**src/rtl/multicycle_control_pkg.sv**
```systemverilog
// Shared definitions for the multi-cycle control FSM.
// Covers state and instruction-class encodings plus the opcodes this control path supports.
package multicycle_control_pkg;

  typedef enum logic [2:0] {
    S_IDLE      = 3'd0,
    S_FETCH     = 3'd1,
    S_DECODE    = 3'd2,
    S_EXECUTE   = 3'd3,
    S_MEMORY    = 3'd4,
    S_WRITEBACK = 3'd5,
    S_HALT      = 3'd6
  } state_t;

  typedef enum logic [2:0] {
    C_R       = 3'd0,
    C_ADDI    = 3'd1,
    C_LD      = 3'd2,
    C_SD      = 3'd3,
    C_BRANCH  = 3'd4,
    C_ILLEGAL = 3'd5
  } iclass_t;

  localparam logic [6:0] OP_R      = 7'b0110011;
  localparam logic [6:0] OP_ADDI   = 7'b0010011;
  localparam logic [6:0] OP_LD     = 7'b0000011;
  localparam logic [6:0] OP_SD     = 7'b0100011;
  localparam logic [6:0] OP_BRANCH = 7'b1100011;

endpackage

```
**src/rtl/multicycle_control_opcode_classifier.sv**
```systemverilog
// Combinational opcode decoder.
// Maps opcode, funct3 and instruction bit 30 to an instruction class and a subtract flag.
module opcode_classifier
  import multicycle_control_pkg::*;
(
  input  logic [6:0] opcode,
  input  logic [2:0] funct3,
  input  logic       bit30,
  output iclass_t    iclass,
  output logic       sub
);

  always_comb begin
    iclass = C_ILLEGAL;
    sub    = 1'b0;
    case (opcode)
      OP_R: begin
        // Only add/sub are implemented; other R-type functions trap.
        if (funct3 == 3'b000) begin
          iclass = C_R;
          sub    = bit30;
        end
      end
      OP_ADDI:   iclass = C_ADDI;
      OP_LD:     iclass = C_LD;
      OP_SD:     iclass = C_SD;
      OP_BRANCH: iclass = C_BRANCH;
      default:   iclass = C_ILLEGAL;
    endcase
  end

endmodule

```
**src/rtl/multicycle_control.sv**
```systemverilog
// Multi-cycle FETCH/DECODE/EXECUTE/MEMORY/WRITEBACK sequencer driving datapath controls.
// Outputs are decoded from the registered state and the class latched in DECODE.
module multicycle_control
  import multicycle_control_pkg::*;
#(
  parameter int CNT_WIDTH = 32
) (
  input  logic                 clk,
  input  logic                 reset_n,
  input  logic                 run,
  input  logic [31:0]          instruction,
  input  logic                 selectedFlag,
  output logic                 irLoad,
  output logic                 pcWrite,
  output logic                 pcSrc,
  output logic                 writeEnable_Registers,
  output logic                 writeEnable_DataMemory,
  output logic                 muxSelect_SumVsReadData,
  output logic                 muxSelect_ImmVsDataout2,
  output logic                 SumOrSub,
  output logic                 busy,
  output logic                 retire,
  output logic [CNT_WIDTH-1:0] retiredCount,
  output logic                 illegalInstruction
);

  state_t  state;
  iclass_t cls;
  logic    sub_bit;
  iclass_t dec_class;
  logic    dec_sub;
  state_t  end_state;
  logic    in_alu;
  logic    unused_bits;

  assign unused_bits = ^{instruction[31], instruction[29:15], instruction[11:7]};

  opcode_classifier u_classifier (
    .opcode (instruction[6:0]),
    .funct3 (instruction[14:12]),
    .bit30  (instruction[30]),
    .iclass (dec_class),
    .sub    (dec_sub)
  );

  assign end_state = run ? S_FETCH : S_IDLE;

  always_ff @(posedge clk or negedge reset_n) begin
    if (!reset_n) begin
      state              <= S_IDLE;
      cls                <= C_R;
      sub_bit            <= 1'b0;
      retiredCount       <= '0;
      illegalInstruction <= 1'b0;
    end else begin
      if (retire)
        retiredCount <= retiredCount + {{(CNT_WIDTH-1){1'b0}}, 1'b1};
      case (state)
        S_IDLE:   if (run) state <= S_FETCH;
        S_FETCH:  state <= S_DECODE;
        S_DECODE: begin
          cls     <= dec_class;
          sub_bit <= dec_sub;
          if (dec_class == C_ILLEGAL) begin
            state              <= S_HALT;
            illegalInstruction <= 1'b1;
          end else begin
            state <= S_EXECUTE;
          end
        end
        S_EXECUTE: begin
          case (cls)
            C_BRANCH:   state <= end_state;
            C_LD, C_SD: state <= S_MEMORY;
            default:    state <= S_WRITEBACK;
          endcase
        end
        S_MEMORY:    state <= (cls == C_SD) ? end_state : S_WRITEBACK;
        S_WRITEBACK: state <= end_state;
        S_HALT:      state <= S_HALT;
        default:     state <= S_IDLE;
      endcase
    end
  end

  // ALU controls stay valid from EXECUTE through the final cycle of the instruction.
  assign in_alu = (state == S_EXECUTE) || (state == S_MEMORY) || (state == S_WRITEBACK);

  assign irLoad                  = (state == S_FETCH);
  assign muxSelect_ImmVsDataout2 = in_alu && ((cls == C_ADDI) || (cls == C_LD) || (cls == C_SD));
  assign SumOrSub                = in_alu && ((cls == C_R) ? sub_bit : (cls == C_BRANCH));
  assign writeEnable_Registers   = (state == S_WRITEBACK);
  assign writeEnable_DataMemory  = (state == S_MEMORY) && (cls == C_SD);
  assign muxSelect_SumVsReadData = (state == S_WRITEBACK) && (cls == C_LD);
  assign pcWrite                 = ((state == S_EXECUTE) && (cls == C_BRANCH)) ||
                                   ((state == S_MEMORY) && (cls == C_SD)) ||
                                   (state == S_WRITEBACK);
  assign pcSrc                   = (state == S_EXECUTE) && (cls == C_BRANCH) && selectedFlag;
  assign retire                  = pcWrite;
  assign busy                    = (state != S_IDLE) && (state != S_HALT);

endmodule
```
**config.mk**
```make
export PLATFORM = sky130hd
export DESIGN_NAME = multicycle_control
export DESIGN_NICKNAME = d
export VERILOG_FILES = /design/src/rtl/multicycle_control_pkg.sv /design/src/rtl/multicycle_control_opcode_classifier.sv /design/src/rtl/multicycle_control.sv
export SDC_FILE = /design/constraint.sdc
export NUM_CORES = 1
export LEC_CHECK = 0
export ABC_CLOCK_PERIOD_IN_PS = 2500
export CAP_MARGIN = 0
export CORE_UTILIZATION = 47
export CTS_BUF_LIST = sky130_fd_sc_hd__clkbuf_16
export CTS_CLUSTER_SIZE = 25
export DETAILED_ROUTE_END_ITERATION = 16
export GPL_TIMING_DRIVEN = 0
export PLACE_DENSITY = 0.93
export SYNTH_ARGS = -nofsm -noshare
export SYNTH_HDL_FRONTEND = slang
export SYNTH_SLANG_ARGS = --single-unit
```
**constraint.sdc**
```tcl
create_clock -name clk -period 2.5 [get_ports clk]
set_input_delay 0.25 -clock clk [delete_from_list [all_inputs] [get_ports clk]]
set_output_delay 0.25 -clock clk [all_outputs]
set_load 0.03 [all_outputs]
```
# Yosys cells after proc, flatten, opt, wreduce, memory -nomap -nowiden
# Cells that the tools add are included.
[totals]
elab_cells = 54
regBits = 40
[classes]
eq_ne = 18
add_sub_neg = 1
muxes = 11
reduce_logical = 19
[ops]
columns = ["op", "n"]
rows = [
  ["$add A32 B1 Y32 const B", 1],
  ["$pmux W3 S7", 1],
  ["$eq A3 B3 Y1 const B", 5],
  ["$pmux W3 S5", 1],
  ["$eq A7 B6 Y1 const B", 2],
  ["$eq A3 B2 Y1 const B", 4],
  ["$mux W3", 4],
  ["$logic_not A3 Y1", 3],
  ["$eq A7 B2 Y1 const B", 1],
  ["$eq A7 B5 Y1 const B", 1],
  ["$eq A7 B7 Y1 const B", 1],
  ["$logic_and A1 B1 Y1", 7],
  ["$eq A3 B1 Y1 const B", 2],
  ["$logic_or A1 B1 Y1", 6],
  ["$pmux W3 S2", 1],
  ["$mux W1", 4],
  ["$ne A3 B3 Y1 const B", 1],
  ["$reduce_bool A3 Y1", 1],
  ["$ne A2 B2 Y1 const B", 1],
  ["$reduce_and A2 Y1", 1],
  ["$reduce_or A2 Y1", 1],
]

# Longest topological paths before layout
[depth]
ltp_word = 6
ltp_mapped = 7

# Modules after synthesis
# Synthesis repeated with hierarchy kept, for this count alone.
[unflattened]
hier_cells = 204
area_unflattened_um2 = 2077.0
[modules_own_cells]
columns = ["module", "cells_per_inst", "seq_area_each_um2", "area_per_inst_um2", "n_inst"]
rows = [
  ["multicycle_control", 191, 1001.0, 1999.4, 1],
  ["opcode_classifier", 13, 0.0, 77.6, 1],
]

# Least setup slack after synthesis
# OpenSTA, ideal clock, no wires.
[synth_path]
path_kind = "register to output"
from = "register state[1]"
to = "output port muxSelect_SumVsReadData"
required_time_ns = 2.250
arrival_time_ns = 2.143
n_path_buf = 0
stages_incl_launch_ff = 4
slack_ns = 0.107
path_cell_list = "dfrtp_1 -> nand2b_1 -> nor2_1 -> nor4b_1"
[synth_between]
elab_chain_cells = 2
[synth_lines]
columns = ["element", "line_no", "rtl"]
rows = [
  ["start, declared", "multicycle_control.sv:27", "state_t state;"],
  ["start signal, assigned", "multicycle_control.sv:73", "C_BRANCH: state <= end_state;"],
  ["start signal, assigned", "multicycle_control.sv:78", "S_MEMORY: state <= (cls == C_SD) ? end_state : S_WRITEBACK;"],
  ["start signal, assigned", "multicycle_control.sv:79", "S_WRITEBACK: state <= end_state;"],
  ["$eq A3 B3 Y1", "-", ""],
  ["via writeEnable_Registers", "multicycle_control.sv:16", "output logic writeEnable_Registers,"],
  ["$logic_and A1 B1 Y1", "multicycle_control.sv:94", "assign muxSelect_SumVsReadData = (state == S_WRITEBACK) && (cls == C_LD);"],
  ["end, declared", "multicycle_control.sv:18", "output logic muxSelect_SumVsReadData,"],
]
# The timed path passes the listed nets, and every way through them passes these cells.

# Worst setup path after layout
[layout_path]
from = "register cls[0]"
to = "output port pcSrc"
[layout_between]
elab_chain_cells = 3
[layout_lines]
columns = ["element", "line_no", "rtl"]
rows = [
  ["start, declared", "multicycle_control.sv:28", "iclass_t cls;"],
  ["start signal, assigned", "multicycle_control.sv:62", "cls <= dec_class;"],
  ["$eq A3 B3 Y1", "multicycle_control.sv:98", "assign pcSrc = (state == S_EXECUTE) && (cls == C_BRANCH) && selectedFlag;"],
  ["$logic_and A1 B1 Y1 (2 in a row)", "multicycle_control.sv:98", ""],
  ["end, declared", "multicycle_control.sv:15", "output logic pcSrc,"],
]
# Every way passes these cells.

==> metrics.md <==
| Metric | Value |
|---|---|
| Status | `finished clean` |
| Row count | `23` |
| Die X | `68.0 µm` |
| Fin Setup TNS | `0 ns` |
| Mux share of post-synthesis cell area | `1.53%` |
| Required @ worst endpoint | `2.25 ns` |
| Final worst slack | `0.192 ns` |
| Mean Syn Cell Area | `10.3 µm²` |
| Port-buffer cells | `57` |
| CTS tree | `done` |
| Post-route cell area | `2830 µm²` |
| Fin util | `69.2%` |
| Startpoint Class | `register` |
| Grt total ovfl | `0` |
| GRT busiest layer | `met2` |
| GR Util All Layers | `21.0%` |
| Core area | `4090 µm²` |
| Post-Synth Simple-Gate Area | `25.0%` |
| Largest family of logic cells by synthesized area | `simple AND/OR/NAND/NOR gates` |
| Flops & latches, synth | `40` |
| # DRC | `0` |
| Peak supply drop | `0.000645 V` |
| GR Layer Usage met1 | `27.3%` |
| DP Area | `2680 µm²` |
| Clk root buf | `clkbuf_16` |
| Die Height | `68.0 µm` |
| Final-report hold violation count | `0` |
| Pwr/cell area | `788 nW/µm²` |
| Final Total Pwr | `2.23 mW` |
| Max Slew Vio Count | `0` |
| DRT Pass-1 Iters | `4` |
| Vias | `1,680` |
| 1st-iter DRT viols | `97` |
| Post-synthesis xor/xnor area fraction | `13.2%` |
| Hold Slack | `0.0839 ns` |
| Vias per cell | `5.35` |
| Die area | `4630 µm²` |
| Final setup violation count | `0` |
| Filler cells | `316` |
| Minimum clock period after layout | `2.31 ns` |
| TritonCTS Buffers | `5` |
| Worst path top cell family by delay | `simple AND/OR/NAND/NOR gates` |
| Yosys warns | `0` |
| Clock transition at path regs | `0.06 ns` |
| Rel. slew slack | `42.5%` |
| Detailed placement HPWL | `3100 µm` |
| Most frequent cells in the layout | `clkdlybuf4s50_1, dfrtp_1, xnor2_1` |
| Unrepaired setup endpoints after global routing | `no` |
| First-pass GRT wire length | `7140 µm` |
| CP max stage delay | `0.66 ns` |
| Post-CTS Setup Inserts | `0` |
| Commonest non-fill, non-tap cell in the layout | `clkdlybuf4s50_1` |
| Drt total wl | `4240 µm` |
| Clock skew | `0.00406 ns` |
| Met2 usage | `33.1%` |
| Post-DRT Antenna Nets | `0` |
| Async set-reset flop share out of synthesis | `100%` |
| Initial antenna violation count | `0` |
| P_leak | `1.26 nW` |
| Critical Path End Type | `output port` |
| Post-synthesis sequential area ratio | `48.8%` |
| Starting Density | `50.2%` |
| CTS max path bufs | `2` |
| Post-synth net total | `236` |
| Placed Instances | `306` |
| Post-Synth Adder-Cell Area | `0.611%` |
| Crit path cell chain | `nor2_1 -> and3_4 -> and2_1 -> clkdlybuf4s50_1` |
| Crit path DAT | `2.06 ns` |
| Largest net degree at the start of global routing | `41` |
| Netlist Area Pre-Place | `2050 µm²` |
| H-tree depth | `2` |
| # diodes | `0` |
| CP Buf/Inv Count | `1` |
| Total number of clock tree sinks | `40` |
| Reg2reg start | `cls[0]$_DFFE_PN0P_` |
| Boundary pin count | `79` |
| Slew @ Worst Pin | `0.862 ns` |
| Area Growth Syn to Fin | `38.0%` |
| Grt met3 use | `6.67%` |
| Unique masters post-synth | `45` |
| Slowest stage cell on the critical path | `clkdlybuf4s50_1` |
| Synth Area in Compound Gates | `8.18%` |
| Number of synthesized flops with an enable pin | `0` |
| Crit path kind | `reg2out` |
| Vias in the first global route | `1,598` |
| Worst Hold Class | `in2async` |
| Pre-CTS setup slack | `0.178 ns` |
| Max-cap violations | `0` |
| Primary FF master, synth | `dfrtp_1` |
| Fmax | `433 MHz` |
| Layout Cells excl Fill | `314` |
| Final Cycle Share | `92.3%` |
| Synthesized instance count | `199` |
| Clk Latency, worst-skew pair | `0.28 ns` |
| Share of cells above drive strength 1 | `8.71%` |
| Placer congestion estimate | `0.877` |
| Routed WL per cell | `13.5 µm` |
| Fin nets | `300` |
| Worst Path Max Fanout | `6` |
| Worst Setup SP | `cls[0]$_DFFE_PN0P_` |
## repair_timing
item / in CTS / in global routing
hold buffers: 0 / 0
pin swaps: 0 / 0
resized for setup: 2 / 2
endpoints found under the hold margin: 0 / 0
endpoints found under the setup margin: 2 / 2
## final timing paths
| check | to | cells after the start | slack, ns |
|---|---|---|---|
| max reg2reg | retiredCount[18]$_DFFE_PN0P_ | 5 | 0.69 |
| min in group clk | illegalInstruction$_DFFE_PN0P_ | 1 | 0.47 |
| min | retiredCount[2]$_DFFE_PN0P_ | 1 | 0.08 |
| min reg2reg | illegalInstruction$_DFFE_PN0P_ | 1 | 0.47 |
| max in group asynchronous | sub_bit$_DFFE_PN0P_ | 1 | 1.88 |
| max | pcSrc | 4 | 0.19 |
## sequential cells by signal, summed over array words and instances, names as in the netlist
| register | cells |
|---|---|
| illegalInstruction | 1 |
| retiredCount | 32 |
| cls | 3 |
| state | 3 |
| sub_bit | 1 |
## layer usage
| metal | share of wire, % | routed length, µm | up-vias |
|---|---|---|---|
| li1 | - | - | 823 |
| met1 | 47 | 1970 | 792 |
| met2 | 46 | 1960 | 62 |
| met3 | 6.0 | 256 | 3 |
| met4 | 0.97 | 41 | 0 |
| met5 | 0 | 0 | - |
## power breakdown
| part | leakage (nW) | internal [mW] | switching (mW) |
|---|---|---|---|
| logic | 0.652 | 0.326 | 0.454 |
| registers | 0.536 | 0.731 | 0.120 |
| clock network | 0.0710 | 0.362 | 0.236 |
## Yosys cell counts, drive strengths merged, types with 2 or more instances
cell    count  area [µm²]
xnor2      21         184
and2        3        18.8
buf         5        30.0
a21oi       4        23.8
or2         2        12.5
nor3        8        40.0
nor2       16        60.1
nand2      18        67.6
o21ai       9        48.8
nand4       6        43.8
or3         3        18.8
and3        7        48.8
inv         5        18.8
and4        3        26.3
mux2i       2        20.0
nand2b      3        18.8
dfrtp      40        1000
nor4        2        27.5
nand3      14        70.1
xor2       10        87.6
## cell families (layout without fill, tap and decap cells)
family                   Yosys count  in the layout
flip-flops                        40             40
AND/OR/NAND/NOR                   91             91
multiplexers                       3              3
AO/OA/AOI/OAI                     22             22
XOR/XNOR                          31             31
adder cells (fa/ha/maj)            1              1
buffers and inverters             11             76
## area by class of cell
cell class | count | area (µm²) | share of cell area (%)
clock inverter | 3 | 13.8 | 0.487
buffer | 6 | 33.8 | 1.19
timing repair buffer | 57 | 569 | 20.1
inverter | 5 | 18.8 | 0.664
sequential | 40 | 1000 | 35.4
multi-input combinational | 148 | 1000 | 35.5
tap | 50 | 62.6 | 2.21
clock buffer | 5 | 125 | 4.42
No activity file was read; power rests on OpenSTA's default activity.
